===== config.mk =====
export PLATFORM = sky130hd
export DESIGN_NAME = rs_latch_driver
export DESIGN_NICKNAME = d
export VERILOG_FILES = /design/src/rtl/rs_latch_driver.sv
export SDC_FILE = /design/constraint.sdc
export NUM_CORES = 1
export LEC_CHECK = 0
export ABC_AREA = 0
export BUFFER_PORTS_ARGS = -buffer_cell sky130_fd_sc_hd__buf_2
export CAP_MARGIN = 20
export CORE_MARGIN = 2
export CORE_UTILIZATION = 60
export DETAILED_ROUTE_END_ITERATION = 10
export GPL_ROUTABILITY_DRIVEN = 0
export PLACE_DENSITY = 0.86
export SLEW_MARGIN = 40
export SYNTH_ARGS = -nofsm -noshare
export SYNTH_HDL_FRONTEND = slang
export SYNTH_SLANG_ARGS = --single-unit

===== constraint.sdc =====
create_clock -name clk -period 2.76 [get_ports clk]
set_input_delay 0.138 -clock clk [delete_from_list [all_inputs] [get_ports clk]]
set_output_delay 0.138 -clock clk [all_outputs]
set_load 0.01 [all_outputs]

===== src/rtl/rs_latch_driver.sv =====
// rs_latch_driver: conditions two raw push buttons into timed, mutually
// exclusive S/R pulses for a NOR SR latch and verifies the latch switched.
module rs_latch_driver #(
  parameter int unsigned DEB_CYCLES   = 4,
  parameter int unsigned PULSE_CYCLES = 2,
  parameter int unsigned GAP_CYCLES   = 1,
  parameter int unsigned CNT_W        = 8
) (
  input  logic clk,
  input  logic rst_n,
  input  logic set_btn,
  input  logic rst_btn,
  input  logic q_fb,
  input  logic qb_fb,
  output logic s,
  output logic r,
  output logic busy,
  output logic done,
  output logic err
);

  typedef enum logic [1:0] {IDLE, PULSE, CHECK, GAP} state_t;
  typedef enum logic {KIND_S, KIND_R} kind_t;

  localparam logic [CNT_W-1:0] DEB_LAST   = CNT_W'(DEB_CYCLES - 1);
  localparam logic [CNT_W-1:0] PULSE_LAST = CNT_W'(PULSE_CYCLES - 1);
  localparam logic [CNT_W-1:0] GAP_LAST   = (GAP_CYCLES == 0) ? '0 : CNT_W'(GAP_CYCLES - 1);

  // Channel 0 is the set button, channel 1 the reset button.
  logic [1:0]       btn;
  logic [1:0]       sync1;
  logic [1:0]       sync2;
  logic [1:0]       deb;
  logic [1:0]       deb_prev;
  logic [1:0]       rise;
  logic [1:0]       pend;
  logic [1:0]       clr;
  logic [CNT_W-1:0] deb_cnt [2];

  state_t           state, state_nx;
  kind_t            kind, kind_nx;
  logic [CNT_W-1:0] cnt, cnt_nx;
  logic             err_q;
  logic             err_set;
  logic             match;

  assign btn  = {rst_btn, set_btn};
  assign rise = deb & ~deb_prev;

  // Synchronise each button and debounce it: deb follows sync only after
  // DEB_CYCLES consecutive cycles of disagreement.
  always_ff @(posedge clk) begin
    if (!rst_n) begin
      sync1    <= '0;
      sync2    <= '0;
      deb      <= '0;
      deb_prev <= '0;
      for (int unsigned i = 0; i < 2; i++) deb_cnt[i] <= '0;
    end else begin
      sync1    <= btn;
      sync2    <= sync1;
      deb_prev <= deb;
      for (int unsigned i = 0; i < 2; i++) begin
        if (sync2[i] == deb[i]) begin
          deb_cnt[i] <= '0;
        end else if (deb_cnt[i] == DEB_LAST) begin
          deb[i]     <= sync2[i];
          deb_cnt[i] <= '0;
        end else begin
          deb_cnt[i] <= deb_cnt[i] + 1'b1;
        end
      end
    end
  end

  // FSM state, sticky error and pending-request registers; a new rising
  // edge wins over the clear so a request arriving during dispatch is kept.
  always_ff @(posedge clk) begin
    if (!rst_n) begin
      state <= IDLE;
      kind  <= KIND_S;
      cnt   <= '0;
      err_q <= 1'b0;
      pend  <= '0;
    end else begin
      state <= state_nx;
      kind  <= kind_nx;
      cnt   <= cnt_nx;
      err_q <= err_q | err_set;
      pend  <= (pend & ~clr) | rise;
    end
  end

  // Next-state and output decode; R requests take priority over S.
  always_comb begin
    state_nx = state;
    kind_nx  = kind;
    cnt_nx   = cnt;
    clr      = '0;
    s        = 1'b0;
    r        = 1'b0;
    busy     = 1'b1;
    done     = 1'b0;
    err_set  = 1'b0;
    match    = 1'b0;
    case (state)
      IDLE: begin
        busy   = 1'b0;
        cnt_nx = '0;
        if (pend[1]) begin
          state_nx = PULSE;
          kind_nx  = KIND_R;
          clr[1]   = 1'b1;
        end else if (pend[0]) begin
          state_nx = PULSE;
          kind_nx  = KIND_S;
          clr[0]   = 1'b1;
        end
      end
      PULSE: begin
        s = (kind == KIND_S);
        r = (kind == KIND_R);
        if (cnt == PULSE_LAST) begin
          cnt_nx   = '0;
          state_nx = CHECK;
        end else begin
          cnt_nx = cnt + 1'b1;
        end
      end
      CHECK: begin
        match = (kind == KIND_R) ? (!q_fb && qb_fb) : (q_fb && !qb_fb);
        if (match) done = 1'b1;
        else       err_set = 1'b1;
        cnt_nx   = '0;
        state_nx = (GAP_CYCLES == 0) ? IDLE : GAP;
      end
      GAP: begin
        if (cnt == GAP_LAST) begin
          cnt_nx   = '0;
          state_nx = IDLE;
        end else begin
          cnt_nx = cnt + 1'b1;
        end
      end
      default: state_nx = IDLE;
    endcase
    err = err_q | err_set;
  end

endmodule


==> impl_metrics.tcl <==
set metrics [dict create \
    clock_skew_ps 18.96 \
    grt_usage_pct 19.33 \
    insertion_delay_ps 340 \
    fp.dieArea_um2 3408 \
    postCtsSetupRepairBufs 0 \
    stdcell_area_um2 1964 \
    drt_first_pass_iters 4 \
    multi_input_area_um2 864.6 \
    timing.hold.ws_ps 15.54 \
    crit_fanout 8 \
    pre_cts_slack_ps 1118 \
    rsz0062_at_grt "false" \
    critical_path_arrival_ps 1750 \
    cts.htree.levels 2 \
    rr_worst_depth 5 \
    io_pins 11 \
    start_util_pct 63.79 \
    vias 1235 \
    tns_ps 0 \
    fill_cells 191 \
    antenna_found_initial 0 \
    insertedDiodeCount 0 \
    synth_seq_cells 38 \
    worstHoldPathType "primary input to flop" \
    cts_max_path_buffers 2 \
    cts_tree "built" \
    rows 19 \
    yosys_warnings 0 \
    drive_above_1_share_pct 8.696 \
    synth_cell_types 32 \
    syn_area_per_cell_um2 10.14 \
    placed_cell_area_um2 1916 \
    wl_um 2808 \
    fin_crit_sh_pct 60.49 \
    seq_area_um2 920.9 \
    grt_max_degree 13 \
    synth_edf_count 16 \
    postCtsHoldBufs 0 \
    grt_pass1_vias 1234 \
    cp.required_ps 2840 \
    ys.flop_type "dfxtp_1" \
    hold_violations 0 \
    min_period_ps 1669 \
    cp-start-kind "flop" \
    drc_errors 0 \
    slew_violations 0 \
    path_clk_slew_ps 90 \
    synth_area_um2 1774 \
    max_freq_mhz 599.0 \
    outcome "completed" \
    worstSetupEndpointType "flop" \
    cts_buffers 5 \
    dp_hpwl_um 2095 \
    overflow 0 \
    nNetsFinal 222 \
    p_per_area_nw_per_um2 553.6 \
    async_reset_ff_share_pct 0 \
    drv_cap 0 \
    critical_path_class "flop to flop" \
    cts_resized 0 \
    clock_sinks 38 \
    max-vdd-ir-drop_mv 0.5012 \
    die_h_um 58.38 \
    cts_root_buf "clkbuf_4" \
    grt_pass1_wl_um 4919 \
    syn_to_final_growth_pct 10.72 \
    leakagePower_nw 0.7951 \
    setup_slack_ps 1091 \
    coreArea_um2 2781 \
    antenna_left 0 \
    setup_viol 0 \
    fp.dieW_um 58.38 \
    holdPathStages 2 \
    syn_inst 175 \
    via_per_inst 5.189 \
    drt_iter0_markers 38 \
    synth_seq_area_share_pct 51.90 \
    routedWlPerCell_um 11.80 \
    port-buffer-count 10 \
]
[cell usage after synthesis, drive strengths merged, types with 2 or more instances]
cell    number  area share (%)
nor3         4             1.1
nor4         2             1.6
nor2        31             6.6
a22oi        2            0.85
mux2i        2             1.1
nor2b        3             1.1
a21oi        5             1.4
and3         4             1.4
nand2        9             1.9
dfxtp       22              25
inv         11             2.3
and2         8             2.8
o21ai        2            0.78
xor2        10             4.9
xnor2       10             4.9
ha          10             7.1
edfxtp      16              27
nand3       13             3.7
[power by group]
group          internal (mW)  total (mW)  switching [mW]
sequential             0.610       0.638          0.0277
clock                  0.102       0.264           0.163
combinational         0.0779       0.185           0.107
[worst max-delay path: stages, from the launching register on]
cell	delay, ps
edfxtp_1	380
ha_1	210
nor4b_1	350
nand2_1	120
nand3_1	280
nor2_1	90
[path summary, 6_finish.rpt]
check,start,slack (ps),end
hold reg to reg,sync1[1],440,sync2[1]
hold / removal,rst_btn,20,sync1[1]
setup / recovery,deb_cnt[1][0],1090,deb_cnt[1][5]
setup reg to reg,deb_cnt[1][0],1090,deb_cnt[1][5]
[state kept, by name, summed over array words and instances, names as in the netlist]
| signal | cells |
|---|---|
| cnt | 8 |
| deb | 2 |
| deb_cnt | 16 |
| deb_prev | 2 |
| err_q | 1 |
| kind | 1 |
| pend | 2 |
| state | 2 |
| sync1 | 2 |
| sync2 | 2 |
[kinds of logic after synthesis]
group | share of synthesized area [%]
buffers and inverters | 2.539
AO/OA/AOI/OAI | 5.924
AND/OR/NAND/NOR | 21.37
adder cells (fa/ha/maj) | 7.052
multiplexers | 1.128
XOR/XNOR | 9.873
flip-flops | 51.90
other | 0.2114
[through the flow]
stage	power, mW	util (%)	cells
after floorplan	0.7840	-	190
after CTS	1.094	70.63	238
after global placement	0.8219	68.87	230
after detailed placement	0.8348	68.87	230
final	1.087	70.63	238
after global routing	1.147	70.63	238
[layout by cell type (no fill, tap or decap)]
cell type and count:
xor2_1 10, xnor2_1 10, ha_1 10, a21oi_1 5, a22oi_1 2, nor4_4 1
buf_2 10, nor2b_1 3, dfxtp_1 22, nor4_1 1, nand3_1 13, conb_1 16
inv_2 1, inv_1 10, nor4b_1 1, nand2_1 9, a2111o_1 1, and2_1 8
a31oi_1 1, nor3b_1 1, clkbuf_4 5, and3_1 4, nor2_1 31, nand2b_1 1
clkbuf_1 3, o211a_1 1, a41oi_1 1, o21ai_2 1, a211oi_1 1, nor3_1 4
a21o_1 1, edfxtp_1 16, o21ai_0 1, mux2i_1 2
[layout make-up]
type,count,share of cell area [%]
clock buffers,8,2.484
inverters,11,2.102
multi-input cells,140,44.01
flip-flops and latches,38,46.88
well taps,31,1.975
repair buffers,10,2.548
[metal layers]
layer	track usage (%)	up-vias	part of all wire (%)
met5	0	-	0
li1	-	637	-
met4	8.638	0	2.7
met1	22.45	573	45
met3	5.934	11	2.7
met2	32.74	14	50
Power figures use the tool's default switching activity.
